`config.mk`:
```
export PLATFORM = sky130hd
export DESIGN_NAME = hazard_unit
export DESIGN_NICKNAME = d
export VERILOG_FILES = /design/src/rtl/hazard_pkg.sv /design/src/rtl/hazard_scoreboard.sv /design/src/rtl/hazard_unit.sv
export SDC_FILE = /design/constraint.sdc
export NUM_CORES = 1
export LEC_CHECK = 0
export CORE_MARGIN = 5
export CORE_UTILIZATION = 50
export CTS_BUF_LIST = sky130_fd_sc_hd__clkbuf_8
export DETAILED_ROUTE_END_ITERATION = 10
export PLACE_DENSITY_LB_ADDON = 0.3
export RECOVER_POWER = 100
export SYNTH_ARGS = -nofsm -noshare
export SYNTH_HDL_FRONTEND = slang
export SYNTH_SLANG_ARGS = --single-unit
```
`constraint.sdc`:
```
create_clock -name clk -period 3.4 [get_ports clk]
set_clock_uncertainty 0.05 [all_clocks]
set_input_delay 0.34 -clock clk [delete_from_list [all_inputs] [get_ports clk]]
set_output_delay 0.34 -clock clk [all_outputs]
set_load 0.005 [all_outputs]
```
`src/rtl/hazard_pkg.sv`:
```
// Shared encodings for the hazard/forwarding unit and its scoreboard.
package hazard_pkg;

   typedef enum logic [1:0] {
      FWD_REG = 2'b00,
      FWD_MEM = 2'b01,
      FWD_EX  = 2'b10
   } fwd_e;

endpackage

```
`src/rtl/hazard_scoreboard.sv`:
```
// Long-latency scoreboard: tracks in-flight destination registers with a
// per-entry countdown and reports RAW/WAW matches against the ID stage.
module hazard_scoreboard #(
   parameter int NUM_SRC  = 2,
   parameter int REG_AW   = 5,
   parameter int SB_DEPTH = 4,
   parameter int LAT_W    = 5,
   localparam int CNT_W   = $clog2(SB_DEPTH + 1)
) (
   input  logic                      clk,
   input  logic                      rst,
   input  logic [NUM_SRC*REG_AW-1:0] id_rs,
   input  logic [REG_AW-1:0]         id_rd,
   input  logic                      id_regwrite,
   input  logic                      alloc,
   input  logic [REG_AW-1:0]         alloc_rd,
   input  logic [LAT_W-1:0]          alloc_lat,
   output logic [NUM_SRC-1:0]        raw_hit,
   output logic                      waw_hit,
   output logic                      full,
   output logic [CNT_W-1:0]          count
);

   logic [SB_DEPTH-1:0]             valid_q, valid_d;
   logic [SB_DEPTH-1:0][REG_AW-1:0] rd_q, rd_d;
   logic [SB_DEPTH-1:0][LAT_W-1:0]  cnt_q, cnt_d;
   logic                            found;
   logic [CNT_W-1:0]                count_v;

   // Allocation only looks at registered valid bits, so a slot retiring on
   // this edge is not reused until the next one.
   always_comb begin
      valid_d = valid_q;
      rd_d    = rd_q;
      cnt_d   = cnt_q;
      found   = 1'b0;
      for (int e = 0; e < SB_DEPTH; e++) begin
         if (valid_q[e]) begin
            cnt_d[e] = cnt_q[e] - LAT_W'(1);
            if (cnt_q[e] == LAT_W'(1)) valid_d[e] = 1'b0;
         end else if (alloc && !found) begin
            found      = 1'b1;
            valid_d[e] = 1'b1;
            rd_d[e]    = alloc_rd;
            cnt_d[e]   = (alloc_lat == '0) ? LAT_W'(1) : alloc_lat;
         end
      end
   end

   always_ff @(posedge clk) begin
      if (rst) begin
         valid_q <= '0;
         rd_q    <= '0;
         cnt_q   <= '0;
      end else begin
         valid_q <= valid_d;
         rd_q    <= rd_d;
         cnt_q   <= cnt_d;
      end
   end

   // Contents read as empty while reset is held.
   always_comb begin
      raw_hit = '0;
      waw_hit = 1'b0;
      count_v = '0;
      for (int e = 0; e < SB_DEPTH; e++) begin
         if (valid_q[e]) begin
            count_v = count_v + CNT_W'(1);
            for (int i = 0; i < NUM_SRC; i++) begin
               if (id_rs[i*REG_AW +: REG_AW] != '0 && id_rs[i*REG_AW +: REG_AW] == rd_q[e])
                  raw_hit[i] = 1'b1;
            end
            if (id_regwrite && id_rd != '0 && id_rd == rd_q[e]) waw_hit = 1'b1;
         end
      end
      if (rst) begin
         raw_hit = '0;
         waw_hit = 1'b0;
         count_v = '0;
      end
   end

   assign count = count_v;
   assign full  = (count_v == CNT_W'(SB_DEPTH));

endmodule

```
`src/rtl/hazard_unit.sv`:
```
// Pipeline hazard unit: EX operand forwarding, load-use and long-latency
// scoreboard stalls, plus a saturating stall-cycle counter.
module hazard_unit
   import hazard_pkg::*;
#(
   parameter int NUM_SRC  = 2,
   parameter int REG_AW   = 5,
   parameter int SB_DEPTH = 4,
   parameter int LAT_W    = 5
) (
   input  logic                              clk,
   input  logic                              rst,
   input  logic [NUM_SRC*REG_AW-1:0]         id_rs,
   input  logic [REG_AW-1:0]                 id_rd,
   input  logic                              id_regwrite,
   input  logic [NUM_SRC*REG_AW-1:0]         ex_rs,
   input  logic [REG_AW-1:0]                 ex_rd,
   input  logic                              ex_regwrite,
   input  logic                              ex_memread,
   input  logic [REG_AW-1:0]                 mem_rd,
   input  logic                              mem_regwrite,
   input  logic [REG_AW-1:0]                 wb_rd,
   input  logic                              wb_regwrite,
   input  logic                              mc_issue,
   input  logic [REG_AW-1:0]                 mc_rd,
   input  logic [LAT_W-1:0]                  mc_lat,
   output logic [NUM_SRC*2-1:0]              fwd_sel,
   output logic                              stall,
   output logic                              bubble_ex,
   output logic                              sb_full,
   output logic [$clog2(SB_DEPTH+1)-1:0]     sb_count,
   output logic [31:0]                       stall_cnt
);

   logic [NUM_SRC-1:0] raw_hit;
   logic               waw_hit;
   logic               load_use;
   logic               alloc;
   logic [31:0]        stall_cnt_q, stall_cnt_d;

   for (genvar i = 0; i < NUM_SRC; i++) begin : g_fwd
      logic [REG_AW-1:0] rs;
      fwd_e              sel;
      assign rs = ex_rs[i*REG_AW +: REG_AW];
      always_comb begin
         sel = FWD_REG;
         if (mem_regwrite && mem_rd != '0 && mem_rd == rs)   sel = FWD_EX;
         else if (wb_regwrite && wb_rd != '0 && wb_rd == rs) sel = FWD_MEM;
      end
      assign fwd_sel[i*2 +: 2] = sel;
   end

   always_comb begin
      load_use = 1'b0;
      for (int i = 0; i < NUM_SRC; i++) begin
         if (ex_memread && ex_regwrite && ex_rd != '0 && ex_rd == id_rs[i*REG_AW +: REG_AW])
            load_use = 1'b1;
      end
   end

   assign stall     = load_use | (|raw_hit) | waw_hit | (mc_issue & sb_full);
   assign bubble_ex = stall;
   assign alloc     = mc_issue & ~stall & (mc_rd != '0);

   hazard_scoreboard #(
      .NUM_SRC  (NUM_SRC),
      .REG_AW   (REG_AW),
      .SB_DEPTH (SB_DEPTH),
      .LAT_W    (LAT_W)
   ) u_sb (
      .clk         (clk),
      .rst         (rst),
      .id_rs       (id_rs),
      .id_rd       (id_rd),
      .id_regwrite (id_regwrite),
      .alloc       (alloc),
      .alloc_rd    (mc_rd),
      .alloc_lat   (mc_lat),
      .raw_hit     (raw_hit),
      .waw_hit     (waw_hit),
      .full        (sb_full),
      .count       (sb_count)
   );

   always_comb begin
      stall_cnt_d = stall_cnt_q;
      if (stall && stall_cnt_q != '1) stall_cnt_d = stall_cnt_q + 32'd1;
   end

   always_ff @(posedge clk) begin
      if (rst) stall_cnt_q <= '0;
      else     stall_cnt_q <= stall_cnt_d;
   end

   assign stall_cnt = rst ? '0 : stall_cnt_q;

endmodule

```
==> out/metrics.cfg <==
[run_status]
status=finished clean

[detailed_routing]
drt-pass1-iter-count=5
drt_iter0_drc=324
wl_met3_um=1115
wl_um=15950
postRouteAntennaNets=0
wl_met1_um=6797
drcViolationCount=0
dr_wl_met2_um=7646
avgViaCountPerCell=5.884
num_vias=5313
top_layer=met4
wl_per_cell_um=17.66

[die]
die_y_um=115.8
floorplan.core_area_um2=10890
num_rows=38
initial_core_util=0.5142
ios=100
die_x_um=115.8
die_area_um2=13410

[setup_path]
critPathArrivalTime_ns=2.92
cp_max_fo=6
r2r_cells=15
timing.rr.end=u_sb.rd_q[13]
worst_setup_path_end_kind=primary output
reg2reg_from=u_sb.valid_q[0]
start_kind=input pin
crit_required_ns=3.01
reg2reg_slack_ns=0.15
path_class=in -> out

[synthesis]
ys_types=62
synth_seq_area_share=0.2717
synth_top_flop_cell=dfxtp_1
synth.top_cell.area_share=0.2717
ys_seq_elements=76
synthTopCellsByArea=dfxtp_1, xor2_1, mux2_1
yosysWarnings=0
synth_fp_nets=737
synth_top_area_cell=dfxtp_1
synth_area_um2=5599
syn_inst=667
async_reset_ff_frac=0
synth_edf_count=0
syn_avg_cell_area_um2=8.394

[power_and_ir_drop]
power_frac_clock=0.323
switchingPower_w=0.0006239
cellPowerDensity_nw_per_um2=295.0
combPwrFrac=0.209
pwr-share-seq=0.468
intPower_w=0.001414
peakVddDrop_v=0.0003007
p_sw_frac=0.3062
p_leak_nw=2.821

[place]
io_buffers=99
placedCellCount=882
place.gp.congestion=0.9599
pre_cts_slack_ns=-0.07611
hpwl_um=11770

[timing]
fin_hold_ws_ns=0.4760
hold_viol=0
layout_setup_ws_ns=0.09112
worstMarginPinSlew_ns=1.122
slew_headroom=0.2519
setup_viol=0
min_period_over_period=0.9732
rsz0062_at_grt=no
clock.fmax_mhz=302.2
period_needed_ns=3.309
slew_viol_final=0

[cts]
clkTransAtPathRegs_ns=0.08
cts_tree=yes
cts_made_buffers=9
clk_latency_ns=0.38
cts_max_path_buffers=2
clockRootBuffer=clkbuf_8
cts.htree.levels=3
clock_sinks=76

[global_route]
first_global_vias=5392
grt_usage=0.2400
grt_overflow_total=0
grt_pass1_wl_um=25870
grt_max_degree=60
antenna_found_initial=0

[worst_hold_path]
min_delay_path_depth=1
min_from=u_sb.cnt_q[8]
hold_path_class=reg -> reg
whs_endpoint=u_sb.cnt_q[8]

[cells_and_area]
final_cells=903
layout.nets=828
area_growth_pct=23.37
n_antenna_cell=0
fillers=934
drive_gt1_frac=0.09699
finish.utilization=0.6345

[run]
cap_violations=0

cells by family (layout without fill, tap and decap cells):
kind of cell             after synthesis  in the layout  share of synthesized area
buffers and inverters                 71            167                    0.05542
AO/OA/AOI/OAI                         80             80                     0.1117
multiplexers                          48             48                    0.09274
adder cells (fa/ha/maj)               12             12                    0.02681
XOR/XNOR                              98             98                     0.1533
flip-flops                            76             76                     0.2717
AND/OR/NAND/NOR                      282            282                     0.2883
cell type report:
type / instances / area, um2 / area share
Multi-Input combinational cell: 520 / 3744 / 0.5419
Timing Repair Buffer: 129 / 1199 / 0.1735
Sequential cell: 76 / 1524 / 0.2206
Clock inverter: 6 / 46.29 / 0.006702
Inverter: 22 / 82.58 / 0.01195
Tap cell: 140 / 175.2 / 0.02536
Clock buffer: 10 / 137.6 / 0.01992
worst max path at each step:
stage	startpoint	endpoint	slack, ns	cells after the start
5_1_grt	u_sb.valid_q[0]	u_sb.rd_q[14]	0.01	15
4_1_cts	u_sb.valid_q[0]	stall	0.17	13
6_report	id_rs[1]	stall	0.09	8
2_1_floorplan	u_sb.valid_q[0]	stall_cnt_q[4]	0.02	14
3_3_place_gp	id_rs[2]	stall_cnt_q[24]	0.03	10
3_5_place_dp	u_sb.valid_q[1]	stall_cnt_q[22]	-0.08	13
registers in the layout, indices dropped and copies added (netlist names):
| signal | cells |
|---|---|
| stall_cnt_q | 32 |
| u_sb.cnt_q | 20 |
| u_sb.rd_q | 20 |
| u_sb.valid_q | 4 |
power by group through the flow:
| stage | combinational [W] | sequential, W | clock, W |
|---|---|---|---|
| after CTS | 0.000431 | 0.000953 | 0.000678 |
| after global placement | 0.000397 | 0.000970 | 0 |
| after floorplan | 0.000260 | 0.000963 | 0 |
| after detailed placement | 0.000416 | 0.000972 | 0 |
| final | 0.000427 | 0.000953 | 0.000658 |
| after global routing | 0.000463 | 0.000958 | 0.000710 |
synth_stat cells, types with 3 or more instances:
master,number
dfxtp_1,76
xor2_1,72
nor2_1,69
nand3_1,38
nor2b_1,33
nor3_1,27
mux2_1,26
xnor2_1,26
clkbuf_1,24
nor4_1,23
inv_1,22
nand2_1,21
a21oi_1,18
buf_2,17
mux2i_1,17
a211oi_1,12
ha_1,12
nor3_2,12
and3_1,11
or4_1,9
nand4_1,8
a21o_1,6
o21ai_0,6
a21bo_2,5
a31oi_1,5
and4_1,5
mux2_2,5
buf_1,4
nor3b_1,4
o31ai_1,4
a311oi_1,3
nand4b_1,3
nor4_4,3
nor4b_1,3
or3_1,3
placed cells by master (no fill, tap or decap), types with 3 or more instances in the layout:
cell type        netlist  layout
dfxtp_1               76      74
xor2_1                72      71
nor2_1                69      67
clkdlybuf4s50_1        0      59
nor3_1                27      38
nand3_1               38      38
dlygate4sd3_1          0      37
nor2b_1               33      33
xnor2_1               26      26
mux2_1                26      26
nor4_1                23      24
inv_1                 22      21
nand2_1               21      21
a21oi_1               18      18
buf_4                  2      18
mux2i_1               17      17
a211oi_1              12      12
or4_1                  9      10
and3_1                11      10
ha_1                  12      10
clkbuf_8               0      10
nand4_1                8       8
clkbuf_2               0       7
o21ai_0                6       6
a21o_1                 6       6
and4_1                 5       5
a31oi_1                5       5
mux2_2                 5       5
a21bo_2                5       5
o31ai_1                4       4
nor3b_1                4       4
nand4b_1               3       3
or3_1                  3       3
a311oi_1               3       3
nor4b_1                3       3
clkbuf_1              24       3
routing by layer:
layer	up-vias	track usage
met5	-	0
met4	0	0.1036
li1	2558	-
met1	2498	0.2889
met2	214	0.4097
met3	43	0.05535
through the flow:
stage | cell area, um2 | total power (W) | setup TNS [ns]
floorplan | 5603 | 0.001224 | 0
detailed placement | 6740 | 0.001388 | -0.3367
CTS | 7010 | 0.002061 | 0
global route | 6908 | 0.002131 | 0
global placement | 6740 | 0.001368 | 0
finish | 6908 | 0.002038 | 0
worst max-delay path, cell delays in order:
cell and delay (ns):
dlygate4sd3_1 0.76, xor2_1 0.13, nor4_1 0.58, a31oi_1 0.29, a221oi_4 0.40, nor3_4 0.09
inv_2 0.09, dlygate4sd2_1 0.24
repair_timing:
action	in CTS	in global routing
hold buffers	0	0
endpoints found under the setup margin	6	0
setup buffers	5	0
gates resized for setup	14	0
No activity file was read; power rests on OpenSTA's default activity.
==> patch (config.mk and constraints unchanged) <==
Take the reset off `rd_q` and load it in a clocked block of its own.
--- a/src/rtl/hazard_scoreboard.sv
+++ b/src/rtl/hazard_scoreboard.sv
@@ -52,3 +52,2 @@
          valid_q <= '0;
-         rd_q    <= '0;
          cnt_q   <= '0;
@@ -56,5 +55,8 @@
          valid_q <= valid_d;
-         rd_q    <= rd_d;
          cnt_q   <= cnt_d;
       end
+   end
+
+   always_ff @(posedge clk) begin
+      rd_q <= rd_d;
    end
Check against the original RTL: no difference found for any inputs over 4 cycles, from zero or initial values and one cycle with rst high; that may be too few to reach the edited logic, so the function may still have changed.
==> patch against the unedited design <==
  * Synthesized area shrank 4.8%
  * Final area is 4.0% lower
  * Register-to-register slack better by 0.12 ns
  * Routed wire length shrank 12%
  * Core utilization rose by 0.51 points
  * Sequential cell count is the same
  * Total power grew 3.8%
  * Worst setup slack improved by 0.096 ns
  * First-iteration DRC count decreased by 21%
  * Via count fell by 11%
  * Final cell count down 7.3%
  * Critical path type is now register to output port
  * Largest power group unchanged
  * Highest routed layer unchanged
==> patch: results (changes against the unedited design) <==
Yosys
  • Synth cell count leaders: xor2_1, dfxtp_1, nor2_1 (was dfxtp_1, xor2_1, nor2_1)
  • Sequential element share of the synthesized area: 32.3% (was 27.2%)
  • EDFF count, synth: 20 (was 0)
  • Avg Cell Area, Syn: 8.78 um2 (was 8.39 um2)
  • Distinct cells, synth: 64 (was 62)
  • Post-synth net total: 677 (was 737)
  • Largest cells by area after synthesis: dfxtp_1, edfxtp_1, xor2_1 (was dfxtp_1, xor2_1, mux2_1)

Setup path
  • Slowest stage delay, CP: 0.45 ns (was 0.76 ns)
  • CP max-delay cell: clkdlybuf4s50_1 (was dlygate4sd3_1)
  • FF-to-FF path depth: 13 (was 15)
  • Crit Path Max Fanout: 3 (was 6)
  • WP data arrival: 2.82 ns (was 2.92 ns)

Worst hold path
  • Hold crit path type: input pin to register (was register to register)

Power and ir drop
  • Static leakage: 2.66 nW (was 2.82 nW)
  • Peak supply drop: 0.000232 V (was 0.000301 V)

Placed design
  • GP Congestion: 0.913 (was 0.960)
  • Number of placed cells counting well taps: 818 (was 882)
  • Post-DP HPWL: 10800 um (was 11800 um)

Routing
  • Vias: 4741 (was 5313)

Final layout
  • Fraction of layout cells with a size suffix above 1: 9.70% (about the same)
  • Non-filler cells, final: 837 (was 903)

Run status
  • Status: completed (unchanged)

GRT
  • Largest net degree at the start of global routing: 72 (was 60)
  • Gr usage total: 21.8% (was 24.0%)
  • First-pass GRT wire length: 23000 um (was 25900 um)

STA
  • Slew headroom: 11.3% (was 25.2%)
## patch: cell count changes in the layout (fill, tap and decap cells not counted), moves of 12 or more
| cell | before | now |
|---|---|---|
| mux2_2 | 5 | 18 |
| dfxtp_1 | 74 | 55 |
| nand2_1 | 21 | 34 |
| nor2_1 | 67 | 54 |
| edfxtp_1 | 0 | 20 |
| mux2_1 | 26 | 14 |
## patch: final timing paths
kind              slack, ns              to
setup reg to reg       0.27  u_sb.cnt_q[18]
hold reg to reg        0.45  u_sb.cnt_q[16]
hold / removal         0.33  u_sb.cnt_q[19]
setup / recovery       0.19           stall
## patch: cell families (layout without fill, tap and decap cells)
| logic type | after synthesis | after routing | synth area share [%] |
|---|---|---|---|
| DFF | 76 | 76 | 32.3 |
| buffers and inverters | 61 | 155 | 5.33 |
| AOI/OAI and AO/OA | 62 | 62 | 8.52 |
| xor gates and xnor gates | 96 | 96 | 16.0 |
| and+or+nand+nor | 260 | 260 | 26.8 |
| muxes | 40 | 40 | 8.26 |
| adders and majority gates | 12 | 12 | 2.82 |
## patch: timing repair
action                     CTS  global route
setup buffers                1             2
setup endpoints to repair    2            12
gates cloned                 0             0
pin swaps                    1             2
gates resized for setup      3             7
## patch: cell type report
| class | count | share of cell area, % |
|---|---|---|
| repair buffers | 118 | 17.0 |
| clock buffers | 9 | 1.87 |
| clock inverters | 7 | 1.28 |
| well taps | 136 | 2.57 |
| inverters | 21 | 1.19 |
| flip-flops and latches | 76 | 26.0 |
| multi-input cells | 470 | 50.1 |
## patch: per-layer routing
layer  share of wire (%)  vias to the layer above  GRT usage (%)
met2                  48                      144           37.0
met5                   0                        -              0
met3                 5.5                       33           4.22
met4                 2.7                        0           8.73
met1                  44                     2239           27.1
li1                    -                     2325              -
## patch: stage by stage
step / worst slack (ns) / total power, mW / hold WS [ns] / instance area [um2] / util [%]
2_1_floorplan: 0.0981 / 1.25 / 0.389 / 5330 / -
3_3_place_gp: 0.141 / 1.39 / 0.422 / 6410 / 61.9
3_5_place_dp: 0.0555 / 1.40 / 0.436 / 6410 / 61.9
4_1_cts: 0.0273 / 2.13 / 0.319 / 6650 / 64.1
5_1_grt: 0.0410 / 2.21 / 0.326 / 6630 / 64.0
6_report: 0.187 / 2.12 / 0.330 / 6630 / 64.0
## patch: power by group through the flow
stage / sequential, mW / combinational (mW) / clock (mW)
6_report: 0.989 / 0.396 / 0.730
5_1_grt: 0.993 / 0.434 / 0.784
4_1_cts: 0.987 / 0.400 / 0.746
3_5_place_dp: 1.01 / 0.392 / 0
3_3_place_gp: 1.01 / 0.379 / 0
2_1_floorplan: 1.00 / 0.245 / 0
